**src/rtl/ewb_queue.sv**
```systemverilog
// ewb_queue: multi-entry eviction write buffer between the L2 cache and
// physical memory.
//
// Dirty-line writebacks from upstream are absorbed into a circular FIFO of
// DEPTH line entries with a same-cycle response. A write to a line that is
// already buffered overwrites that entry instead of taking a new one. Reads
// that hit a buffered line are answered from the buffer; read misses go
// straight to memory. The buffer writes its oldest entry back to memory when
// a write arrives while it is full, after IDLE_CYCLES quiet cycles, or while
// flush is held.
//
// Ports:
//   clk, rst                 clock, asynchronous active-high reset
//   mem_read, mem_write      upstream request strobes, held until mem_resp
//   mem_address, mem_wdata   upstream line address / write data
//   mem_rdata, mem_resp      upstream read data / completion
//   flush                    level; drain continuously while high
//   pmem_read, pmem_write    memory request strobes, held until pmem_resp
//   pmem_address, pmem_wdata memory line address / write data
//   pmem_rdata, pmem_resp    memory read data / completion
//   count, empty, full       occupancy status
module ewb_queue #(
    parameter int DEPTH       = 4,
    parameter int LINE_W      = 256,
    parameter int ADDR_W      = 32,
    parameter int IDLE_CYCLES = 6
) (
    input  logic                   clk,
    input  logic                   rst,
    input  logic                   mem_read,
    input  logic                   mem_write,
    input  logic [ADDR_W-1:0]      mem_address,
    input  logic [LINE_W-1:0]      mem_wdata,
    output logic [LINE_W-1:0]      mem_rdata,
    output logic                   mem_resp,
    input  logic                   flush,
    output logic                   pmem_read,
    output logic                   pmem_write,
    output logic [ADDR_W-1:0]      pmem_address,
    output logic [LINE_W-1:0]      pmem_wdata,
    input  logic [LINE_W-1:0]      pmem_rdata,
    input  logic                   pmem_resp,
    output logic [$clog2(DEPTH):0] count,
    output logic                   empty,
    output logic                   full
);

    localparam int PW = $clog2(DEPTH);
    localparam int CW = PW + 1;
    localparam int IW = $clog2(IDLE_CYCLES + 1);

    typedef enum logic [1:0] {IDLE, READ, DRAIN} state_t;

    state_t            state;
    state_t            state_nxt;
    logic [DEPTH-1:0]  valid;
    logic [ADDR_W-1:0] addr_mem [DEPTH];
    logic [LINE_W-1:0] data_mem [DEPTH];
    logic [PW-1:0]     head;
    logic [PW-1:0]     tail;
    logic [IW-1:0]     idle_cnt;

    logic              hit;
    logic [PW-1:0]     hit_idx;
    logic              do_enq;
    logic              do_coal;
    logic              do_pop;
    logic              idle_tick;
    logic              idle_done;

    assign empty = (count == '0);
    assign full  = (count == CW'(DEPTH));

    // idle_cnt holds the number of quiet cycles already completed, so the
    // current quiet cycle is the last one when it reaches IDLE_CYCLES-1.
    // That places the DRAIN entry IDLE_CYCLES+1 cycles after the last request.
    assign idle_done = (idle_cnt >= IW'(IDLE_CYCLES - 1));

    // Coalescing keeps addresses unique, so at most one entry can match.
    always_comb begin
        hit     = 1'b0;
        hit_idx = '0;
        for (int i = 0; i < DEPTH; i++) begin
            if (valid[i] && (addr_mem[i] == mem_address)) begin
                hit     = 1'b1;
                hit_idx = PW'(i);
            end
        end
    end

    always_comb begin
        state_nxt    = state;
        mem_rdata    = '0;
        mem_resp     = 1'b0;
        pmem_read    = 1'b0;
        pmem_write   = 1'b0;
        pmem_address = '0;
        pmem_wdata   = '0;
        do_enq       = 1'b0;
        do_coal      = 1'b0;
        do_pop       = 1'b0;
        idle_tick    = 1'b0;
        case (state)
            IDLE: begin
                if (mem_write) begin
                    if (hit) begin
                        do_coal  = 1'b1;
                        mem_resp = 1'b1;
                    end else if (!full) begin
                        do_enq   = 1'b1;
                        mem_resp = 1'b1;
                    end else begin
                        // Stall: make room first, accept on return to IDLE.
                        state_nxt = DRAIN;
                    end
                end else if (mem_read) begin
                    if (hit) begin
                        mem_rdata = data_mem[hit_idx];
                        mem_resp  = 1'b1;
                    end else begin
                        state_nxt = READ;
                    end
                end else if (!empty) begin
                    if (flush || idle_done) begin
                        state_nxt = DRAIN;
                    end else begin
                        idle_tick = 1'b1;
                    end
                end
            end
            READ: begin
                pmem_read    = 1'b1;
                pmem_address = mem_address;
                mem_rdata    = pmem_rdata;
                mem_resp     = pmem_resp;
                if (pmem_resp) begin
                    state_nxt = IDLE;
                end
            end
            DRAIN: begin
                pmem_write   = 1'b1;
                pmem_address = addr_mem[head];
                pmem_wdata   = data_mem[head];
                // Writes wait (even to the head line, which is re-enqueued
                // after the pop); read hits are still served.
                if (mem_read && !mem_write && hit) begin
                    mem_rdata = data_mem[hit_idx];
                    mem_resp  = 1'b1;
                end
                if (pmem_resp) begin
                    do_pop    = 1'b1;
                    state_nxt = IDLE;
                end
            end
            default: state_nxt = IDLE;
        endcase
    end

    always_ff @(posedge clk or posedge rst) begin
        if (rst) begin
            state    <= IDLE;
            valid    <= '0;
            head     <= '0;
            tail     <= '0;
            count    <= '0;
            idle_cnt <= '0;
        end else begin
            state <= state_nxt;
            if (do_enq) begin
                valid[tail] <= 1'b1;
                tail        <= tail + PW'(1);
                count       <= count + CW'(1);
            end
            if (do_pop) begin
                valid[head] <= 1'b0;
                head        <= head + PW'(1);
                count       <= count - CW'(1);
            end
            if (!idle_tick) begin
                idle_cnt <= '0;
            end else if (idle_cnt != IW'(IDLE_CYCLES)) begin
                idle_cnt <= idle_cnt + IW'(1);
            end
        end
    end

    // Line storage carries no reset; valid bits qualify every use.
    always_ff @(posedge clk) begin
        if (do_enq) begin
            addr_mem[tail] <= mem_address;
            data_mem[tail] <= mem_wdata;
        end
        if (do_coal) begin
            data_mem[hit_idx] <= mem_wdata;
        end
    end

endmodule
```
**config.mk**
```make
export PLATFORM = sky130hd
export DESIGN_NAME = ewb_queue
export DESIGN_NICKNAME = d
export VERILOG_FILES = /design/src/rtl/ewb_queue.sv
export SDC_FILE = /design/constraint.sdc
export NUM_CORES = 2
export LEC_CHECK = 0
export BUFFER_PORTS_ARGS = -buffer_cell sky130_fd_sc_hd__clkbuf_2
export CAP_MARGIN = 25
export CORE_ASPECT_RATIO = 1.1
export CORE_MARGIN = 3
export CORE_UTILIZATION = 30
export DETAILED_ROUTE_END_ITERATION = 12
export GPL_TIMING_DRIVEN = 1
export PLACE_DENSITY = 0.49
export SETUP_SLACK_MARGIN = 0.02
export SLEW_MARGIN = 20
export SYNTH_ARGS = -nofsm -noshare
export SYNTH_HDL_FRONTEND = slang
export SYNTH_SLANG_ARGS = --single-unit
export TNS_END_PERCENT = 10
```
**constraint.sdc**
```tcl
create_clock -name clk -period 28.2 [get_ports clk]
set_input_delay 5.64 -clock clk [delete_from_list [all_inputs] [get_ports clk]]
set_output_delay 5.64 -clock clk [all_outputs]
set_load 0.1 [all_outputs]
```
==> After elaboration in Yosys (flattened, before gate mapping) <==
Memories as Yosys holds them, arrays and structs flattened.
Index checks and enable logic that the tools add are counted.
{ "totals": {"ramBits": 1152, "regBits": 16, "input_bits": 550, "mem_count": 2, "wordCells": 113, "output_inout_bits": 552} }
{ "op_classes": {"n_eq_ne": 15, "n_bitwise": 3, "n_addsub": 5, "reduce_logical": 16, "mux": 61, "magnitude_cmp": 5} }
{ "mem_list": {"columns": ["memory", "depth", "word_bits", "read_ports", "rd_clocked_by_memory_dff", "wr", "line", "text"], "rows": [
  ["data_mem", 4, 256, 2, 0, 1, "58", "logic [LINE_W-1:0] data_mem [DEPTH];"],
  ["addr_mem", 4, 32, 5, 0, 1, "57", "logic [ADDR_W-1:0] addr_mem [DEPTH];"]
]} }
{ "op_table": {"columns": ["operator", "count"], "rows": [
  ["256-bit 2-to-1 mux", 6],
  ["256-bit one-hot mux with 3 select lines", 1],
  ["256-bit OR reduction", 1],
  ["32-bit == test", 4],
  ["32-bit one-hot mux with 2 select lines", 1],
  ["1-bit 2-to-1 mux", 32],
  ["2-bit 2-to-1 mux", 11],
  ["3-bit 2-to-1 mux", 4],
  ["3-bit inequality test, second input constant", 4],
  ["1-bit logical AND", 8],
  ["4-bit 2-to-1 mux", 2],
  ["4-bit inequality test, second input constant", 2],
  ["3-bit by 1-bit adder with 3-bit output, second input constant", 2],
  ["2-bit by 3-bit less-than comparator with 1-bit output, second input constant", 2],
  ["6-bit AND reduction", 1],
  ["2-bit by 1-bit adder with 2-bit output, second input constant", 2],
  ["4-bit bitwise AND", 1],
  ["1-bit demux with 2-bit select", 2],
  ["2-bit by 1-bit >= comparator with 1-bit output, second input constant", 2],
  ["2-bit by 1-bit inequality test with 1-bit output, second input constant", 2],
  ["4-bit NOT", 1],
  ["4-bit OR", 1],
  ["2-bit one-hot mux with 2 select lines", 1],
  ["3-bit == test, second input constant", 1],
  ["11 further kinds", 11]
]} }

==> Logic depth before layout (Yosys ltp) <==
An unclocked memory read counts as a cell.
{ "depth": {"ltp_word": 14, "ltp_mapped": 12, "depth_no_buf": 8} }

==> Worst setup path after synthesis <==
Ideal clock, no wire load.
{ "synth_path": {"kind": "in2reg", "startpoint": "in mem_address[29]", "endpoint": "mem data_mem[1][0] (enable)", "setup_time_ps": 1189, "path_stages": 9, "required_time_ps": 27011, "path_buffers": 2, "t_arrival_ps": 24293, "path_slack_ps": 2718, "path_cell_list": "clkbuf_1 -> xnor2_1 -> nor4b_2 -> nand4_1 -> or4_1 -> buf_2 -> inv_2 -> a31oi_1 -> nor3_1"} }
{ "synth_via": {"elab_chain_len": 13, "elab_cells_between_ends": 28, "cone_classes": "eq/ne (4); mux (19); reduce/logical (5)"} }
{ "synth_lines": {"columns": ["item", "line", "text"], "rows": [
  ["from (decl)", "32", "input logic [ADDR_W-1:0] mem_address,"],
  ["32-bit == test", "84", "if (valid[i] && (addr_mem[i] == mem_address)) begin"],
  ["1-bit logical AND", "84", null],
  ["1-bit 2-to-1 mux (4 in a row)", "84", null],
  ["1-bit 2-to-1 mux", "106", "if (hit) begin"],
  ["1-bit 2-to-1 mux", "105", "if (mem_write) begin"],
  ["1-bit 2-to-1 mux", "103", "case (state)"],
  ["1-bit 2-to-1 mux", "193", "if (do_coal) begin"],
  ["1-bit 2-to-1 mux (implied by the code)", "194", "data_mem[hit_idx] <= mem_wdata;"],
  ["256-bit OR reduction (no line)", null, null],
  ["2-bit 2-to-1 mux (no line) or 1-bit 2-to-1 mux (tied branches)", null, null],
  ["to (decl)", "58", null]
]} }
Several ways; a longest one is shown, not always the timed one.

==> Worst setup path in the final report <==
{ "layout_path": {"startpoint": "in mem_address[4]", "endpoint": "out mem_rdata[85]"} }
{ "layout_via": {"elab_chain_len": 10, "elab_cells_between_ends": 22, "cone_classes": "eq/ne (4); mux (12); reduce/logical (5); memory (1)"} }
{ "layout_lines": {"columns": ["item", "line", "text"], "rows": [
  ["32-bit == test", "84", null],
  ["1-bit logical AND", "84", null],
  ["1-bit 2-to-1 mux", "84", null],
  ["2-bit 2-to-1 mux or 1-bit 2-to-1 mux (tied branches) (2 in a row)", "84", null],
  ["memory 4 x 256 bit or 1-bit 2-to-1 mux (tied branches)", null, null],
  ["256-bit 2-to-1 mux", "117", "if (hit) begin"],
  ["256-bit 2-to-1 mux", "116", "end else if (mem_read) begin"],
  ["256-bit 2-to-1 mux", "105", null],
  ["256-bit one-hot mux with 3 select lines *", "103", null],
  ["to (decl)", "34", "output logic [LINE_W-1:0] mem_rdata,"]
]} }
Every way passes the cells marked *; elsewhere a longest branch is shown, timed or not.

==> results by group <==
Detailed routing
  • Detailed router's first-iteration violation count: around 2900
  • Sum of routed wire length over all layers: about 210 mm
  • Drt first pass iters: 5
  • Average via count per standard cell: ~5.2
  • Number of nets with antenna violations after routing: 0
  • Remaining routing DRC violations: 0
  • Routed length per placed instance: around 28 um
  • Via count of the routed design: around 39000

Synth
  • Unique cell type count in the Yosys netlist: 46
  • Sequential cell area fraction in the yosys report: between 60% and 70%
  • Synth area leader: sky130_fd_sc_hd__edfxtp_1
  • Synth top area share: 61.27%
  • Number of synthesized flops with an enable pin: ~1200
  • Flip-flop cell with the highest count after synthesis: sky130_fd_sc_hd__edfxtp_1
  • Cell types with the highest counts after synthesis: sky130_fd_sc_hd__edfxtp_1 (1152), sky130_fd_sc_hd__nor2_1 (303), sky130_fd_sc_hd__mux4_2 (288), sky130_fd_sc_hd__nand2_1 (274), sky130_fd_sc_hd__and2_1 (261)
  • Mean post-synth cell area: ~14 um^2
  • Library cell with the highest instance count after synthesis: sky130_fd_sc_hd__edfxtp_1
  • Post-Synthesis Cells: roughly 4000
  • Post-Syn Area: 56460 um^2
  • Post-synthesis net count: about 4600
  • Count of yosys warnings during synthesis: 0
  • Leading post-synthesis cells by cell area: sky130_fd_sc_hd__edfxtp_1 (61%), sky130_fd_sc_hd__mux4_2 (11%), sky130_fd_sc_hd__mux2i_1 (4.6%)
  • Share of flip-flops with an asynchronous set or reset after synthesis: 1.370%
  • Total of flip-flops plus latches after synthesis: between 1000 and 1500

STA
  • Number of slew-limit violations in the final report: 0
  • Max Freq: approximately 0.06 GHz
  • Worst-margin pin slew: roughly 1100 ps
  • RSZ-0062 raised after global routing: false
  • Part of the cycle the worst path needs: 58.73%
  • Hold Violations, Final: 0
  • Setup tns final: 0 ps
  • Max_slew headroom: between 20% and 30%
  • Setup violation total in the final timing report: 0
  • Post-Route Skew: 45.15 ps
  • Clock period minus worst slack: 16560 ps

Pwr
  • Power density normalized to cell area: about 120 nW/um^2
  • Power Total: around 8.2 mW
  • Leakage power: around 26 nW
  • Largest voltage drop on the vdd net: just under 0.1 mV

Clock tree
  • Clk root buf: sky130_fd_sc_hd__clkbuf_16
  • Number of sinks handled by clock tree synthesis: between 1000 and 1500
  • Clock edge transition at the registers on the reported setup and hold paths: ~50 ps
  • Number of buffers added by the clock tree synthesis step: roughly 140
  • H-Tree Depth: 4
  • Clock insertion delay at the later pin of the skew report: ~810 ps
  • # hold bufs at CTS: 0
  • Setup Buffers After CTS: 0
  • TritonCTS clock tree: done
  • Number of buffers between clock root and the deepest sink: 3
  • Post_cts resized: 0

Floorplan
  • Die area: 193400 um^2
  • Vertical die dimension: roughly 460 um
  • Top-level I/O count: ~1100
  • Effective utilization at floorplan: 30.27%
  • Placeable core region: roughly 190000 um^2
  • Row count: approximately 170
  • X dimension of the die: 419.6 um

GRT
  • Remaining global-route overflow: 0
  • GRT met1 Usage: around 25%
  • Via count of the first global-routing pass: between 30000 and 40000
  • GR met2 Demand/Resource: 35.16%
  • Grt peak-use layer: met2
  • Global-route wire length before repair: 290.8 mm
  • Overall track demand over capacity in global routing: between 20% and 30%
  • Antenna violations before repair: 59
  • Met3 global-route usage: 5.997%
  • Largest net degree at the start of global routing: 173

Worst setup path
  • Critical path data arrival time: between 10000 and 15000 ps
  • Register-to-register path setup slack: between 20000 and 25000 ps
  • CP required: 22560 ps
  • Launching element type of the critical path: input port
  • FF-to-FF path depth: 10
  • Crit path max fanout: 43
  • Critical path class: in2out
  • CP Capture Type: output port

Cells and area
  • Area taken by flip-flops and latches: between 30000 and 40000 um^2
  • Final layout net count: ~5500
  • Layout Area Growth over Synthesis: 21.01%
  • Multi-input combinational cell area: 19910 um^2
  • Number of fillers in the final layout: ~18000
  • Final instance count without filler cells: between 7000 and 8000
  • Ratio of cells with drive above 1 in the final layout: 32.60%

Status
  • Status: finished, final reports clean

Min path
  • Hold depth: 1
  • Hold Path Class: reg2reg

Placed design
  • Total half-perimeter wirelength after legalization and detailed placement: ~140 mm
  • Gpl congestion: 0.9533
  • Placed cell count: about 7300
  • Count of input and output buffers: ~1100

Run
  • Reported max-cap violation count: 0
[placed cells by master (no fill, tap or decap), drive strengths merged, types with 4 or more instances in the layout]
master,Yosys,final
clkbuf,190,1281
edfxtp,1152,1152
nor2,303,303
mux4,288,288
nand2,274,274
and2,261,261
mux2i,259,259
a211oi,258,258
a21oi,258,258
o21ai,258,258
xor2,68,68
buf,147,67
xnor2,66,66
clkinv,0,54
a22oi,32,32
nor4,31,31
nand4,30,30
inv,17,26
dfrtp,16,16
diode,0,15
ha,15,15
nor3,11,11
nand3,10,10
nand2b,7,7
a2bb2oi,5,5
or4,5,5
and3,4,4
[critical path, stage by stage]
cell,delay (ps)
sky130_fd_sc_hd__clkbuf_2,220
sky130_fd_sc_hd__xor2_1,410
sky130_fd_sc_hd__nor4_1,120
sky130_fd_sc_hd__nand3_1,130
sky130_fd_sc_hd__or4_4,570
sky130_fd_sc_hd__buf_4,630
sky130_fd_sc_hd__buf_4,710
sky130_fd_sc_hd__buf_4,820
sky130_fd_sc_hd__mux2i_1,180
sky130_fd_sc_hd__a211oi_1,270
sky130_fd_sc_hd__a21oi_1,80
sky130_fd_sc_hd__o21ai_1,420
sky130_fd_sc_hd__clkbuf_2,540
[area by class of cell]
type                    count  area share [%]
multi-input cells        2464           29.14
flip-flops and latches   1168           51.23
clock inverters            67          0.7289
clock buffers             180           5.316
repair buffers           1168           8.977
well taps                2436           4.461
inverters                  17         0.09340
diodes                     15         0.05494
[logic make-up after synthesis]
group           Yosys count  synth area share [%]
flops                  1168                 61.98
simple gates            947                 7.936
compound gates          820                 8.661
mux                     547                 16.08
buf+inv                 354                 2.892
xor+xnor                134                 2.079
fa+ha+maj                16                0.3679
[registers in the layout (all words and copies together) (netlist names)]
register,flops
tail,2
state,2
head,2
count,3
valid,4
idle_cnt,3
addr_mem,128
data_mem,1024
[report_power, final]
group	internal, mW	switching (mW)
sequential	2.22	0.137
combinational	0.877	3.34
clock	0.932	0.727
total	4.02	4.20
[layer usage]
metal,vias up,part of all wire (%)
met1,19820,39
li1,17360,-
met5,-,0.12
met4,38,3.3
met3,326,7.9
met2,1483,49
[metrics by stage]
| stage | instance area [um^2] | hold slack (ps) | util [%] | setup WS [ps] |
|---|---|---|---|---|
| 5_1_grt | 68310 | 559.7 | 36.62 | 11470 |
| 6_report | 68320 | 525.8 | 36.63 | 11640 |
| 3_3_place_gp | 64130 | 493.4 | 34.38 | 11600 |
| 4_1_cts | 68260 | 525.7 | 36.60 | 11620 |
| 2_1_floorplan | 56460 | 518.4 | - | 2718 |
| 3_5_place_dp | 64130 | 518.5 | 34.38 | 11610 |
[final timing paths]
| kind | to | from |
|---|---|---|
| min reg2reg | count[2] | count[2] |
| max in group asynchronous | head[0] | rst |
| max reg2reg | data_mem[1][195] | addr_mem[1][11] |
| min | count[2] | count[2] |
| max | mem_rdata[85] | mem_address[4] |
| min in group asynchronous | idle_cnt[2] | rst |
Power figures use the tool's default switching activity.
